===== src/rtl/demux_1_8_deser.sv =====
// ---------------------------------------------------------------------------
// demux_1_8_deser
//
// Serial-to-parallel deserializer: the receive-side counterpart of the 8:1
// mux serializer path. A slot counter acts as the select of a 1:WIDTH demux
// and steers each accepted serial bit into one position of a staging
// register. When the last position is filled, the word moves to y_out and is
// offered on a valid/ready interface. Backpressure from the consumer is
// reflected onto the serial input through bit_ready.
//
// Parameters
//   WIDTH      output word width, power of two, >= 2
//   CNT_W      slot counter width, must equal log2(WIDTH)
//
// Ports
//   clk        rising-edge clock, single clock domain
//   rst        synchronous active-high reset
//   bit_in     serial data bit
//   bit_valid  bit_in is valid this cycle
//   bit_ready  block can accept a bit this cycle (combinational)
//   y_out      assembled word, stable while out_valid is high
//   out_valid  y_out holds a complete word
//   out_ready  consumer takes y_out this cycle
//   slot       raw demux select, i.e. the position index of the next bit
//
// Build option
//   DEMUX_DESER_MSB_FIRST_EN  when defined, the first received bit lands in
//                             y_out[WIDTH-1] instead of y_out[0]. The slot
//                             port reports the raw counter in both builds.
// ---------------------------------------------------------------------------
module demux_1_8_deser #(
    parameter int WIDTH = 8,
    parameter int CNT_W = 3
) (
    input  logic             clk,
    input  logic             rst,
    input  logic             bit_in,
    input  logic             bit_valid,
    output logic             bit_ready,
    output logic [WIDTH-1:0] y_out,
    output logic             out_valid,
    input  logic             out_ready,
    output logic [CNT_W-1:0] slot
);

    typedef enum logic {
        COLLECT = 1'b0,
        FULL    = 1'b1
    } state_t;

    localparam logic [CNT_W-1:0] LAST_SLOT = CNT_W'(WIDTH - 1);
    localparam logic [CNT_W-1:0] ONE_SLOT  = CNT_W'(1);

    state_t             state;
    logic [WIDTH-1:0]   staging;
    logic [WIDTH-1:0]   staging_merged;
    logic [CNT_W-1:0]   wr_pos;
    logic               accept;

    // Ready depends only on our own state and the consumer's ready, never on
    // bit_valid, so there is no combinational valid->ready path on the input.
    assign bit_ready = (state == COLLECT) || out_ready;
    assign accept    = bit_valid && bit_ready;

    // Demux select to bit position. In FULL the counter is always 0, so the
    // same mapping also places a bit accepted during the hand-off correctly.
`ifdef DEMUX_DESER_MSB_FIRST_EN
    assign wr_pos = LAST_SLOT - slot;
`else
    assign wr_pos = slot;
`endif

    // Staging register with the incoming bit already merged in, so the last
    // bit of a word can go straight to y_out on the same edge it is accepted.
    always_comb begin
        staging_merged         = staging;
        staging_merged[wr_pos] = bit_in;
    end

    // Main control: slot counter, staging register and registered output.
    // The staging register is cleared whenever a word moves to y_out so that
    // positions of the next word can never inherit bits from the previous one.
    always_ff @(posedge clk) begin
        if (rst) begin
            state     <= COLLECT;
            staging   <= '0;
            y_out     <= '0;
            out_valid <= 1'b0;
            slot      <= '0;
        end else begin
            case (state)
                COLLECT: begin
                    if (accept) begin
                        if (slot == LAST_SLOT) begin
                            y_out     <= staging_merged;
                            out_valid <= 1'b1;
                            staging   <= '0;
                            slot      <= '0;
                            state     <= FULL;
                        end else begin
                            staging <= staging_merged;
                            slot    <= slot + ONE_SLOT;
                        end
                    end
                end

                FULL: begin
                    // Word is held until taken; a bit arriving in the same
                    // cycle as the take starts the next word without a bubble.
                    if (out_ready) begin
                        out_valid <= 1'b0;
                        state     <= COLLECT;
                        if (bit_valid) begin
                            staging <= staging_merged;
                            slot    <= ONE_SLOT;
                        end
                    end
                end

                default: begin
                    state <= COLLECT;
                end
            endcase
        end
    end

endmodule

===== config.mk =====
export PLATFORM = sky130hd
export DESIGN_NAME = demux_1_8_deser
export DESIGN_NICKNAME = d
export VERILOG_FILES = /design/src/rtl/demux_1_8_deser.sv
export SDC_FILE = /design/constraint.sdc
export NUM_CORES = 1
export LEC_CHECK = 0
export BUFFER_PORTS_ARGS = -buffer_cell sky130_fd_sc_hd__buf_2
export CAP_MARGIN = 0
export CORE_MARGIN = 10
export CORE_UTILIZATION = 53
export DETAILED_ROUTE_END_ITERATION = 7
export HOLD_SLACK_MARGIN = 0.03
export PLACE_DENSITY_LB_ADDON = 0.12
export SYNTH_ARGS = -nofsm -noshare
export SYNTH_HDL_FRONTEND = slang
export SYNTH_SLANG_ARGS = --single-unit
export TNS_END_PERCENT = 10

===== constraint.sdc =====
create_clock -name clk -period 2.01 [get_ports clk]
set_clock_uncertainty 0.2 [all_clocks]
set_input_delay 0.3015 -clock clk [delete_from_list [all_inputs] [get_ports clk]]
set_output_delay 0.3015 -clock clk [all_outputs]
set_load 0.05 [all_outputs]

-- Word-level counts from Yosys, hierarchy flattened
Index checks and enable logic that the tools add are counted.
W data, S select, Z words.
- reductions and logical operators: 6
- $lt $le $gt $ge: 2
- add/sub/neg operators: 1
- equality and inequality tests: 5
- bitwise operators: 1
- muxes and demuxes: 21
- operators by type and width (cell ; count):
    $mux W8 ; 4
    $pmux W8 S2 ; 1
    $mux W3 ; 4
    $reduce_and A3 Y1 ; 3
    $bwmux W8 ; 1
    $mux W1 ; 7
    $ne A2 B2 Y1 const B ; 3
    $pmux W3 S2 ; 1
    $lt A3 B4 Y1 const B ; 1
    $pmux W1 S2 ; 2
    $add A3 B1 Y3 const B ; 1
    $demux W1 S3 ; 1
    $eq A3 B3 Y1 const B ; 1
    $ge A3 B1 Y1 const B ; 1
    $logic_and A1 B1 Y1 ; 2
    $ne A2 B1 Y1 const B ; 1
    $logic_or A1 B1 Y1 ; 1
    $not A1 Y1 ; 1
- input bits: 5
- word-level logic and storage cells: 41
- register bits after elaboration: 21

-- Depth between registers and ports, before layout
Gate-level depths: netlist of the first run.
- depth in word-level cells: 8
- gate-level depth with buffers: 7
- gate-level depth less buffers: 5

-- Worst setup path after synthesis of the first run
OpenSTA, ideal clock, no wires.
- path kind: reg2reg
- start point: register slot[1]
- end point: register out_valid
- stages on the path, launching flop included: 8
- data arrival time: 1.602 ns
- path slack: 0.143 ns
- required time: 1.745 ns
- path buffers: 2
- path through: dfxtp_1 > ha_1 > ha_1 > and3b_1 > buf_6 > buf_6 > a21oi_1 > nor2_1
- word-level cells in the longest chain between the ends: 3
- ends and longest elaborated chain (what ; line ; RTL):
    start: declaration ; 43 ; output logic [CNT_W-1:0] slot
    start signal: assignment ; 102 ; slot <= slot + ONE_SLOT;
    $eq A3 B3 Y1 ; 94 ; if (slot == LAST_SLOT) begin
    $ne A2 B1 Y1 (no line) ; - ;
    $reduce_and A3 Y1 (no line) ; - ;
    end signal: assignment ; 88 ; out_valid <= 1'b0;
    end signal: assignment ; 96 ; out_valid <= 1'b1;
    end signal: assignment ; 111 ; out_valid <= 1'b0;
    end: declaration ; 41 ; output logic out_valid,
No other way between the ends.
A chain may end at the register's enable or synchronous reset.

-- Worst setup path in the final report of the first run
- start point: register slot[2]
- end point: register y_out[5]
- word-level cells in the longest chain between the ends: 5
- ends and longest elaborated chain (what ; line ; RTL):
    $lt A3 B4 Y1 (not written as such) / $ge A3 B1 Y1 (equally long branches) ; 77 ; staging_merged[wr_pos] = bit_in;
    $logic_and A1 B1 Y1 (not written as such) ; 77 ;
    $mux W1 (not written as such) ; 77 ;
    $demux W1 S3 ; 77 ;
    $bwmux W8 ; 77 ;
    end signal: assignment ; 95 ; y_out <= staging_merged;
    end: declaration ; 40 ; output logic [WIDTH-1:0] y_out,
Parallel ways exist; a longest one is shown, timed or not.

==> key figures, run 1 <==
Status
  • Outcome: finished, final reports clean

Floorplan
  • # IOs: 18
  • Total die area: slightly below 0.004 mm^2
  • Initial Util: 56.1%
  • Area of the core: 0.00175 mm^2
  • Row count: 15
  • Die W: 63.0 um
  • Chip height: 63.0 um

Critical path
  • Reg2reg end: y_out[5]$_SDFFE_PP0P_
  • RR Startpoint: slot[2]$_SDFFE_PP0P_
  • Nature of the critical path endpoint: flip-flop
  • CP Launch Type: flip-flop
  • R2R setup slack: 0.23 ns
  • CP Class: reg -> reg
  • FF-to-FF path depth: 5
  • Worst Path Max Fanout: 18
  • Worst Path Arrival: 1.81 ns
  • Worst Path Required: between 2 and 2.5 ns

Logic synthesis
  • Syn Nets: 102
  • Commonest cells in the netlist: dfxtp_1, nor2_1, a211oi_2, mux2i_1, o2bb2ai_1
  • Number of synthesized flops with an enable pin: 0
  • Netlist cell types: 25
  • Yosys reg bits: 21
  • Synth Instances: 95
  • Most numerous cell in the Yosys netlist: dfxtp_1
  • Post-synth top area share: 42.9%
  • FFs w/ async S/R, synth: 0%
  • Primary FF master, synth: dfxtp_1
  • Area leader, netlist: dfxtp_1
  • Synth top area cells: dfxtp_1, a211oi_2, mux2i_1, o2bb2ai_1, nor2_1
  • Synth Area per Inst: about 10 um^2
  • Warnings from Yosys: 0
  • Mapped cell area: 980 um^2
  • Register area share after synthesis: 42.9%

CTS
  • Setup bufs post-CTS: 0
  • Post-CTS Hold Fix Bufs: 0
  • Clock-pin transition on the worst setup and hold timing paths: 0.12 ns
  • # H-tree levels: 1
  • Post-CTS sizing: 0
  • Clk sinks: 21
  • Num CTS Buffers: 3
  • CTS root buf: clkbuf_4
  • Maximum clock insertion buffer count: 2
  • Clock latency on the worst-skew pair: ~0.29 ns
  • CTS tree: built

Layout
  • Final core area utilization: 63.3%
  • Ant diodes: 0
  • Layout cells sized above 1: 31.9%
  • Area growth, synth to finish: 12.8%
  • Nets: 121
  • Final instance area: 0.00110 mm^2
  • Cell Count, Final, Fillers Out: 138
  • Filler Cells Inserted: 158

Place
  • Post-DP HPWL: 1410 um
  • Dpl ws: 0.241 ns
  • Port Buffers: 17
  • GP Congestion: 0.733
  • DP Area: 0.00108 mm^2
  • Placed insts: 134

Routing
  • Routed Antenna Nets: 0
  • DR pass1 iterations: 4
  • WL final: 1870 um
  • DRC violations left: 0
  • Routed wire length per instance: 13.5 um
  • Via density: 5.36
  • DR iter-0 viols: 9
  • Vias: 740

Power and ir drop
  • Sw Pwr: 0.176 mW
  • Reg power frac: 61.0%
  • Sw Ratio: 25.2%
  • Clock share of power: 28.4%
  • PD cells: 632 mW/mm^2
  • Comb power frac: about a tenth
  • Pint: 0.522 mW
  • Tot Pwr: 0.698 mW
  • Largest vdd supply drop: 387 uV
  • Leakage dissipation: 0.451 nW

Global routing
  • Largest net degree at the start of global routing: 19
  • Global-route wire length before repair: about 3100 um
  • Initial antenna violation count: 0
  • Remaining Overflow, GRT: 0
  • Vias in the first global route: 728
  • Total track usage: 9.52%

Min path
  • Start point of the worst hold path: bit_valid
  • Worst min path class: in -> reg
  • Hold Crit Depth: 3
  • WHS Endpoint: slot[0]$_SDFFE_PP0P_

STA
  • Fin. Hold Viols: 0
  • Worst slew margin: 75.3%
  • Worst Hold Slack: 0.129 ns
  • RSZ-0062 raised after global routing: no
  • Setup_tns: 0 ns
  • Setup ws final: 0.229 ns
  • Tmin final: about 1.8 ns
  • Final cycle utilization of the critical path: around nine tenths
  • Highest clock rate: 0.562 GHz
  • Final setup violation count: 0
  • Pins Over Slew Limit: 0
  • Worst slew pin tran: between 0.3 and 0.4 ns

Run
  • Max cap viols: 0
==> power by group through the flow <==
stage	clock network, mW	logic, mW	registers [mW]
6_report	0.198	0.0737	0.426
5_1_grt	0.224	0.0803	0.427
4_1_cts	0.205	0.0742	0.426
3_5_place_dp	0	0.0739	0.435
3_3_place_gp	0	0.0726	0.435
2_1_floorplan	0	0.0422	0.446
==> cell families (layout without fill, tap and decap cells) <==
| logic type | count (synthesis) | after routing | share of synthesized area [%] |
|---|---|---|---|
| AO/OA/AOI/OAI | 26 | 26 | 23.6 |
| adder cells (fa/ha/maj) | 2 | 2 | 2.55 |
| buffers and inverters | 9 | 27 | 5.75 |
| flip-flops | 21 | 21 | 42.9 |
| multiplexers | 8 | 8 | 8.17 |
| AND/OR/NAND/NOR | 29 | 29 | 17.0 |
==> worst max path at each step <==
stage	start	depth (start not counted)	to	slack [ns]
2_1_floorplan	slot[1]$_SDFFE_PP0P_	7	out_valid$_SDFFE_PP0P_	0.14
5_1_grt	slot[2]$_SDFFE_PP0P_	5	y_out[5]$_SDFFE_PP0P_	0.08
3_5_place_dp	slot[2]$_SDFFE_PP0P_	5	y_out[5]$_SDFFE_PP0P_	0.24
6_report	slot[2]$_SDFFE_PP0P_	5	y_out[5]$_SDFFE_PP0P_	0.23
3_3_place_gp	slot[2]$_SDFFE_PP0P_	5	y_out[1]$_SDFFE_PP0P_	0.35
4_1_cts	slot[2]$_SDFFE_PP0P_	5	y_out[5]$_SDFFE_PP0P_	0.21
==> registers in the layout (all words and copies together), names as in the netlist <==
name,count
state,1
out_valid,1
y_out,8
slot,3
staging,8
==> placed cells by master (no fill, tap or decap), types with 3 or more instances in the layout <==
| master | instances |
|---|---|
| o21ai_0 | 4 |
| o2bb2ai_1 | 8 |
| dfxtp_1 | 21 |
| buf_2 | 17 |
| a21oi_1 | 4 |
| a211oi_2 | 8 |
| buf_4 | 4 |
| nand3b_1 | 4 |
| mux2i_1 | 8 |
| clkbuf_4 | 3 |
| nor2_1 | 12 |
==> metal layers <==
| metal | GRT usage, % | vias up | routed length, um | share of wire (%) |
|---|---|---|---|---|
| met3 | 4.12 | 2 | 164 | 8.8 |
| met4 | 4.47 | 0 | 10 | 0.54 |
| li1 | - | 381 | - | - |
| met2 | 13.7 | 16 | 797 | 43 |
| met1 | 11.8 | 341 | 892 | 48 |
| met5 | 0 | - | 0 | 0 |
==> area by class of cell <==
type,count,area (um^2),area share [%]
clock buffer,3,22.5,2.04
clock inverter,1,5.00,0.453
inverter,2,7.51,0.680
multi-input combinational,65,503,45.5
tap,25,31.3,2.83
timing repair buffer,21,115,10.4
sequential,21,420,38.1
==> critical path, stage by stage, from the launching register on <==
cell,delay (ns)
dfxtp_1,0.54
ha_1,0.27
and3b_1,0.17
buf_4,0.23
nor2_1,0.10
a211oi_2,0.20
(Power assumes the default switching activity.)
==> run 2, diff against run 1 <==
PLACE_DENSITY = 0.81   (was unset)
PLACE_DENSITY_LB_ADDON = unset   (was 0.12)
==> run 2 against run 1 <==
  * Worst setup slack worse by 0.014 ns
  * Hold slack worse by 0.0064 ns
  * Maximum frequency down 0.77%
  * Clock-buffer cell count unchanged
  * Critical endpoint is now bit_ready
  * Largest cell class unchanged
  * Largest power group unchanged
  * Highest routed layer unchanged
==> key figures, run 2 (synthesized netlist as in run 1, its figures left out) <==
Global routing
  • Remaining Overflow, GRT: 0
  • Initial antenna violation count: 0
  • Vias in the first global route: roughly 740
  • Largest net degree at the start of global routing: 19
  • Total track usage: 9.77%
  • Global-route wire length before repair: 3210 um

Layout
  • Ant diodes: 0
  • Filler Cells Inserted: 144
  • Commonest cells after routing, fill and taps aside: dfxtp_1, buf_2, nor2_1
  • Largest regs: staging: 8 flops, y_out: 8 flops, slot: 3 flops
  • Layout cells sized above 1: between 30% and 40%
  • Commonest non-fill, non-tap cell in the layout: dfxtp_1
  • Cell Count, Final, Fillers Out: 138
  • Nets: 121
  • Area growth, synth to finish: 12.8%
  • Final core area utilization: 63.3%

Place
  • GP Congestion: 0.729
  • Post-DP HPWL: about 1500 um
  • Port Buffers: 17
  • Placed insts: 134

Floorplan
  • Die W: 63.0 um
  • Area of the core: around 0.0017 mm^2
  • Row count: 15
  • # IOs: 18
  • Initial Util: 56.1%
  • Chip height: 63.0 um
  • Total die area: 0.00397 mm^2

Critical path
  • Nature of the critical path endpoint: output pin
  • Worst Path Required: 1.51 ns
  • Worst Path Max Fanout: 8
  • Slowest stage cell on the critical path: dfxtp_1
  • Crit path cell chain: and2b_1, inv_1, buf_2
  • R2R setup slack: approximately 0.23 ns
  • CP Class: reg -> out
  • CP Launch Type: flip-flop
  • Slowest cell delay on critical path: 0.37 ns
  • Worst Path Arrival: 1.29 ns

CTS
  • Num CTS Buffers: 3
  • Clock latency on the worst-skew pair: 0.31 ns
  • # H-tree levels: 1
  • Maximum clock insertion buffer count: 2
  • Post-CTS Hold Fix Bufs: 0
  • Clock-pin transition on the worst setup and hold timing paths: approximately 0.10 ns
  • Setup bufs post-CTS: 0
  • Post-CTS sizing: 0
  • CTS tree: built
  • Clk sinks: 21
  • CTS root buf: clkbuf_4

Routing
  • DR iter-0 viols: 8
  • Vias: 725
  • Via density: 5.25
  • Routed wire length per instance: between 10 and 15 um
  • WL final: between 1500 and 2000 um
  • DRC violations left: 0
  • DR pass1 iterations: 4
  • Routed Antenna Nets: 0

STA
  • Setup_tns: 0 ns
  • Final cycle utilization of the critical path: 89.3%
  • Fin. Hold Viols: 0
  • Worst slew margin: 75.0%
  • RSZ-0062 raised after global routing: no
  • Final setup violation count: 0
  • Highest clock rate: roughly 0.56 GHz
  • Worst Hold Slack: 0.123 ns
  • Tmin final: 1.79 ns
  • Pins Over Slew Limit: 0
  • Worst slew pin tran: between 0.3 and 0.4 ns

Power and ir drop
  • Leakage dissipation: 0.451 nW
  • Tot Pwr: 0.700 mW
  • Largest vdd supply drop: 434 uV
  • PD cells: approximately 630 mW/mm^2

Status
  • Outcome: finished, final reports clean

Run
  • Max cap viols: 0

Min path
  • Worst min path class: in -> reg
[run 2: worst paths after layout]
path / start / cells after the start / end
worst min-delay path: bit_valid / 3 / slot[0]$_SDFFE_PP0P_
worst max register to register: slot[2]$_SDFFE_PP0P_ / 5 / y_out[6]$_SDFFE_PP0P_
worst max-delay path: state$_SDFF_PP0_ / 3 / bit_ready
worst min register to register: staging[1]$_SDFFE_PP0P_ / 1 / staging[1]$_SDFFE_PP0P_
[run 2: worst max-delay path: cells and delay by family (launching register included)]
kind	cells	cell delay (ns)
flip-flops	1	0.37
buffers and inverters	2	0.41
AND/OR/NAND/NOR	1	0.22
[run 2: metrics by stage]
| stage | setup WS [ns] | instance area, um^2 |
|---|---|---|
| floorplan | 0.143 | 980 |
| CTS | 0.209 | 1100 |
| global placement | 0.370 | 1080 |
| global route | 0.0661 | 1100 |
| detailed placement | 0.240 | 1080 |
| finish | 0.216 | 1100 |
[run 2: final cells by class]
| cell class | instances | area [um^2] | area share (%) |
|---|---|---|---|
| inverters | 2 | 7.51 | 0.680 |
| clock buffers | 3 | 22.5 | 2.04 |
| multi-input cells | 65 | 503 | 45.5 |
| well taps | 25 | 31.3 | 2.83 |
| clock inverters | 1 | 5.00 | 0.453 |
| flip-flops and latches | 21 | 420 | 38.1 |
| repair buffers | 21 | 115 | 10.4 |
[run 2: report_power, final]
part / internal [mW] / total (mW) / switching, mW / leakage [nW]
registers: 0.422 / 0.426 / 0.00378 / 0.170
logic: 0.0257 / 0.0733 / 0.0476 / 0.263
clock network: 0.0742 / 0.200 / 0.126 / 0.0177
total: 0.522 / 0.700 / 0.178 / 0.451
[run 2: per-layer routing]
layer | up-vias | global-route usage, % | share of wire, %
met2 | 14 | 17.0 | 48
met3 | 5 | 2.33 | 3.5
met1 | 326 | 10.9 | 47
li1 | 380 | - | -
met4 | 0 | 4.19 | 1.4
met5 | - | 0 | 0
